## config.mk

```make
export PLATFORM = sky130hd
export DESIGN_NAME = arbiter_merge_2to1
export DESIGN_NICKNAME = d
export VERILOG_FILES = /design/src/rtl/arbiter_merge_2to1.sv
export SDC_FILE = /design/constraint.sdc
export NUM_CORES = 1
export LEC_CHECK = 0
export ABC_AREA = 1
export ABC_CLOCK_PERIOD_IN_PS = 2050
export CORE_MARGIN = 4
export CORE_UTILIZATION = 35
export DETAILED_ROUTE_END_ITERATION = 16
export DONT_BUFFER_PORTS = 1
export GPL_ROUTABILITY_DRIVEN = 0
export GPL_TIMING_DRIVEN = 0
export PLACE_DENSITY_LB_ADDON = 0.08
export SLEW_MARGIN = 20
export SYNTH_ARGS = -nofsm -noshare
export SYNTH_HDL_FRONTEND = slang
export SYNTH_SLANG_ARGS = --single-unit
```

## constraint.sdc

```tcl
create_clock -name clk -period 2.05 [get_ports clk]
set_clock_uncertainty 0.2 [all_clocks]
set_input_delay 0.205 -clock clk [delete_from_list [all_inputs] [get_ports clk]]
set_output_delay 0.205 -clock clk [all_outputs]
set_load 0.05 [all_outputs]
```

## src/rtl/arbiter_merge_2to1.sv

```systemverilog
// Two-input round-robin merge into a single registered output stage.
// A tie between both requesters goes to whichever port was not served last.
module arbiter_merge_2to1 #(
  parameter int DATA_WIDTH = 32
) (
  input  logic                  clk,
  input  logic                  rst_n,
  input  logic                  i_en,
  input  logic                  i_valid_a,
  input  logic [DATA_WIDTH-1:0] i_data_a,
  output logic                  o_ready_a,
  input  logic                  i_valid_b,
  input  logic [DATA_WIDTH-1:0] i_data_b,
  output logic                  o_ready_b,
  output logic                  o_valid,
  output logic [DATA_WIDTH-1:0] o_data,
  output logic                  o_grant_b,
  input  logic                  i_ready
);

  logic                  valid_q, valid_d;
  logic [DATA_WIDTH-1:0] data_q, data_d;
  logic                  grant_b_q, grant_b_d;
  logic                  last_b_q, last_b_d;

  logic                  stage_free;
  logic                  sel_b;
  logic                  accept;
  logic [DATA_WIDTH-1:0] sel_data;

  // The output stage can take a new word when empty or being drained this cycle.
  assign stage_free = ~valid_q | i_ready;

  always_comb begin
    if (i_valid_a && i_valid_b) begin
      sel_b = ~last_b_q;
    end else begin
      sel_b = i_valid_b;
    end
  end

  // Readies are forced low while reset is held.
  assign o_ready_a = rst_n & i_en & stage_free & i_valid_a & ~sel_b;
  assign o_ready_b = rst_n & i_en & stage_free & i_valid_b &  sel_b;
  assign accept    = o_ready_a | o_ready_b;

  genvar gi;
  generate
    for (gi = 0; gi < DATA_WIDTH; gi++) begin : g_mux
      assign sel_data[gi] = sel_b ? i_data_b[gi] : i_data_a[gi];
    end
  endgenerate

  always_comb begin
    valid_d   = valid_q;
    data_d    = data_q;
    grant_b_d = grant_b_q;
    last_b_d  = last_b_q;
    if (accept) begin
      valid_d   = 1'b1;
      data_d    = sel_data;
      grant_b_d = sel_b;
      last_b_d  = sel_b;
    end else if (stage_free) begin
      valid_d   = 1'b0;
    end
  end

  always_ff @(posedge clk) begin
    if (!rst_n) begin
      valid_q   <= 1'b0;
      data_q    <= '0;
      grant_b_q <= 1'b0;
      last_b_q  <= 1'b0;
    end else begin
      valid_q   <= valid_d;
      data_q    <= data_d;
      grant_b_q <= grant_b_d;
      last_b_q  <= last_b_d;
    end
  end

  assign o_valid   = valid_q;
  assign o_data    = data_q;
  assign o_grant_b = grant_b_q;

endmodule

```

# ---- Word level (Yosys, flattened, before mapping)
# Cells that the tools add are included.
dict set report totals {
  reg_bits 34
  output_inout_bits 36
  elab_cells 51
}
dict set report classes {
  bitwise 11
  n_mux 35
  reduce_logical 2
}
# op count
set ops {}
lappend ops {{two-way mux 1 bit} 35}
lappend ops {{bitwise AND 1 bit} 6}
lappend ops {{inverter 1 bit} 3}
lappend ops {{OR 1 bit} 2}
lappend ops {{nonzero test 2 bit} 1}
lappend ops {{logical AND 1 bit} 1}

# ---- Longest topological paths before layout
dict set report depth {
  depth_word 7
  mapped_depth 10
}

# ---- Worst setup path after synthesis
# Ideal clock, no wire load.
dict set report synth_path {
  path_type {register to register}
  from {reg last_b_q}
  to {reg last_b_q}
  path_stages_with_launch 7
  arrival_ns 2.005
  path_buffers 1
  setup_slack_ns -0.319
  synth_period_minus_slack_ns 2.369
  required_time_ns 1.686
  setup_ns 0.164
  path_cell_list {dfxtp_1 -> nand2_2 -> nand2_2 -> buf_2 -> nand2_1 -> nor2_1 -> o22ai_1}
}
dict set report synth_between {
  elab_chain_len 5
  word_cells_on_any_way 6
}
# element line
set synth_rtl {}
lappend synth_rtl {{start, declared} 24} ;# logic last_b_q, last_b_d;
lappend synth_rtl {{start signal, assigned} 79} ;# last_b_q <= last_b_d;
lappend synth_rtl {{inverter 1 bit} 36} ;# sel_b = ~last_b_q;
lappend synth_rtl {{two-way mux 1 bit} 35} ;# if (i_valid_a && i_valid_b) begin
lappend synth_rtl {{inverter 1 bit} 43} ;# assign o_ready_a = rst_n & i_en & stage_free & i_valid_a & ~sel_b;
lappend synth_rtl {{bitwise AND 1 bit} 43}
lappend synth_rtl {{named net o_ready_a} 11} ;# output logic o_ready_a,
lappend synth_rtl {{OR 1 bit} 45} ;# assign accept = o_ready_a | o_ready_b;
# The timed path passes the listed nets, and every way through them passes these cells.
# A chain may end at the register's enable or synchronous reset.

# ---- Worst setup path after layout
dict set report layout_path {
  from {in rst_n}
  to {out o_ready_b}
}
dict set report layout_between {
  elab_chain_len 4
}
# element line
set layout_rtl {}
lappend layout_rtl {{start, declared} 7} ;# input logic rst_n,
lappend layout_rtl {{bitwise AND 1 bit (4 in series)} 44} ;# assign o_ready_b = rst_n & i_en & stage_free & i_valid_b & sel_b;
lappend layout_rtl {{end, declared} 14} ;# output logic o_ready_b,
# No other way between the ends.

==> flow_metrics.tcl <==
set metrics [dict create \
    leakage_nw 1.14 \
    seq_area_frac_synth_pct 35.9 \
    cts_buffers 5 \
    p_per_area_nw_per_um2 819 \
    combPwrFrac_pct 15.8 \
    pwr-share-seq_pct 51.3 \
    synth_largest_area_cell "dfxtp_1" \
    drc 0 \
    hp-class "in -> reg" \
    core_region_area_um2 5170 \
    die_area_um2 6660 \
    syn2layout_area_growth_pct 12.2 \
    synthesis.area_um2 1900 \
    grt_max_degree 19 \
    grt_pass1_vias 1631 \
    post-cts-setup-buffer-count 0 \
    port_buffers 0 \
    slew_viol_final 0 \
    worstPathArrival_ns 1.55 \
    final_area_um2 2130 \
    clock_power_share_pct 33.0 \
    overflow 0 \
    hold_viol 0 \
    setup_viol 0 \
    layout-drive-gt1-share_pct 8.63 \
    whs_ns 0.00366 \
    setup_slack_ns 0.0994 \
    cts_sinks 34 \
    wl_per_cell_um 12.3 \
    p_int_mw 1.15 \
    placed_cell_area_um2 1990 \
    io_pins 106 \
    status "finished, final reports clean" \
    ys_seq_elements 34 \
    avgSynthCellArea_um2 5.80 \
    ant_nets 0 \
    final_util_pct 41.1 \
    nets 405 \
    layout_worst_path_cycle_share_pct 95.2 \
    clock_path_buffers 2 \
    dp_slack_ns -0.159 \
    required_ns 1.64 \
    num_vias 1762 \
    finalWirelength_um 5000 \
    ys_warn_count 0 \
    rsz0062_at_grt "no" \
    grt_pass1_wl_um 7980 \
    drt_pass1_iterations 4 \
    die_w_um 81.6 \
    clock_latency_ns 0.28 \
    vias_per_cell 4.34 \
    fmax_mhz 513 \
    max-vdd-ir-drop_mv 0.333 \
    die_y_um 81.6 \
    worst_slew_pin_slew_ns 0.549 \
    postSynthCellCount 327 \
    initial_core_util_pct 36.7 \
    synthTopCellsByArea "dfxtp_1 36%, nand2_1 26%, nor2_1 13%" \
    grt_antenna_before_repair 0 \
    power_switching_mw 0.592 \
    dp_hpwl_um 3770 \
    cts_root_buf "clkbuf_8" \
    h-tree-depth 2 \
    grt_usage_pct 15.7 \
    path_max_fanout 8 \
    synth.distinct_cells 15 \
    cp-start-kind "input pin" \
    min_period_ns 1.95 \
    yosysTopAreaCellShare_pct 35.9 \
    path_clk_slew_ns 0.07 \
    drv_cap 0 \
    slew_headroom_pct 63.4 \
    end_kind "output port" \
    cts_tree "built" \
    setup.worst_path.class "in -> out" \
    p_sw_share_pct 34.0 \
    syn_nets 397 \
    fp-row-count 26 \
    drt_iter0_markers 56 \
    diodes 0 \
]
## registers in the layout, summed over array words and instances (netlist names)
signal,flops
o_data,32
last_b_q,1
o_valid,1
## placed cells by master, fill, tap and decap left out, drive strengths merged
cell	count
inv	36
a21oi	1
buf	15
nand3	32
o21a	1
dlygate4sd3	2
clkbuf	13
o22ai	1
dfxtp	34
nand2	135
nor2	66
## stage by stage
stage	std cells	total power, mW	setup TNS, ns
2_1_floorplan	327	1.13	0
3_3_place_gp	397	1.18	-0.420
3_5_place_dp	397	1.19	-0.428
4_1_cts	406	1.77	0
5_1_grt	406	1.86	0
6_report	406	1.74	0
## layout make-up
type | instances | area (um^2)
Fill cell | 600 | 3040
Multi-Input combinational cell | 236 | 960
Sequential cell | 34 | 684
Inverter | 36 | 135
Buffer | 20 | 131
Clock buffer | 8 | 110
Tap cell | 70 | 87.6
Timing Repair Buffer | 2 | 20.0
## per-layer routing
metal / vias up / share of wire [%] / track usage [%]
met5: - / 0 / 0
met4: 0 / 0.96 / 4.98
met3: 5 / 9.6 / 6.03
met2: 56 / 45 / 24.9
met1: 723 / 44 / 19.5
li1: 978 / - / -
## power by group through the flow
stage	sequential (mW)	clock, mW	combinational, mW
finish	0.893	0.574	0.275
global route	0.898	0.629	0.328
floorplan	0.898	0	0.229
detailed placement	0.910	0	0.276
global placement	0.910	0	0.273
CTS	0.895	0.595	0.281
## synthesized netlist by cell type (all sizes together)
cell type / instances
dfxtp: 34
o21a: 1
buf: 16
clkbuf: 5
nand3: 32
inv: 36
o22ai: 1
nand2: 135
a21oi: 1
nor2: 66
## worst max-delay path, cell delays in order
cell           delay [ns]
dlygate4sd3_1        0.53
buf_4                0.15
nand2_1              0.07
inv_2                0.05
nand2_2              0.09
nor2_2               0.45
## cells by family after synthesis
| family | share of synthesized area, % |
|---|---|
| AOI/OAI and AO/OA | 1.19 |
| buffers and inverters | 14.3 |
| DFF | 35.9 |
| and+or+nand+nor | 48.6 |
## path summary, 6_finish.rpt
check	from	to	slack [ns]	depth (start not counted)
setup reg to reg	o_valid$_SDFFE_PN0P_	o_valid$_SDFFE_PN0P_	0.25	6
hold / removal	i_data_a[30]	o_data[30]$_SDFFE_PN0P_	0.004	6
hold reg to reg	last_b_q$_SDFFE_PN0P_	last_b_q$_SDFFE_PN0P_	0.39	2
setup / recovery	rst_n	o_ready_b	0.1	6
## repair_timing
item,in CTS,in global routing
resized for setup,4,0
hold buffers,2,0
hold endpoints to repair,2,0
pin swaps,1,1
endpoints found under the setup margin,3,1
No activity file was read; power rests on OpenSTA's default activity.
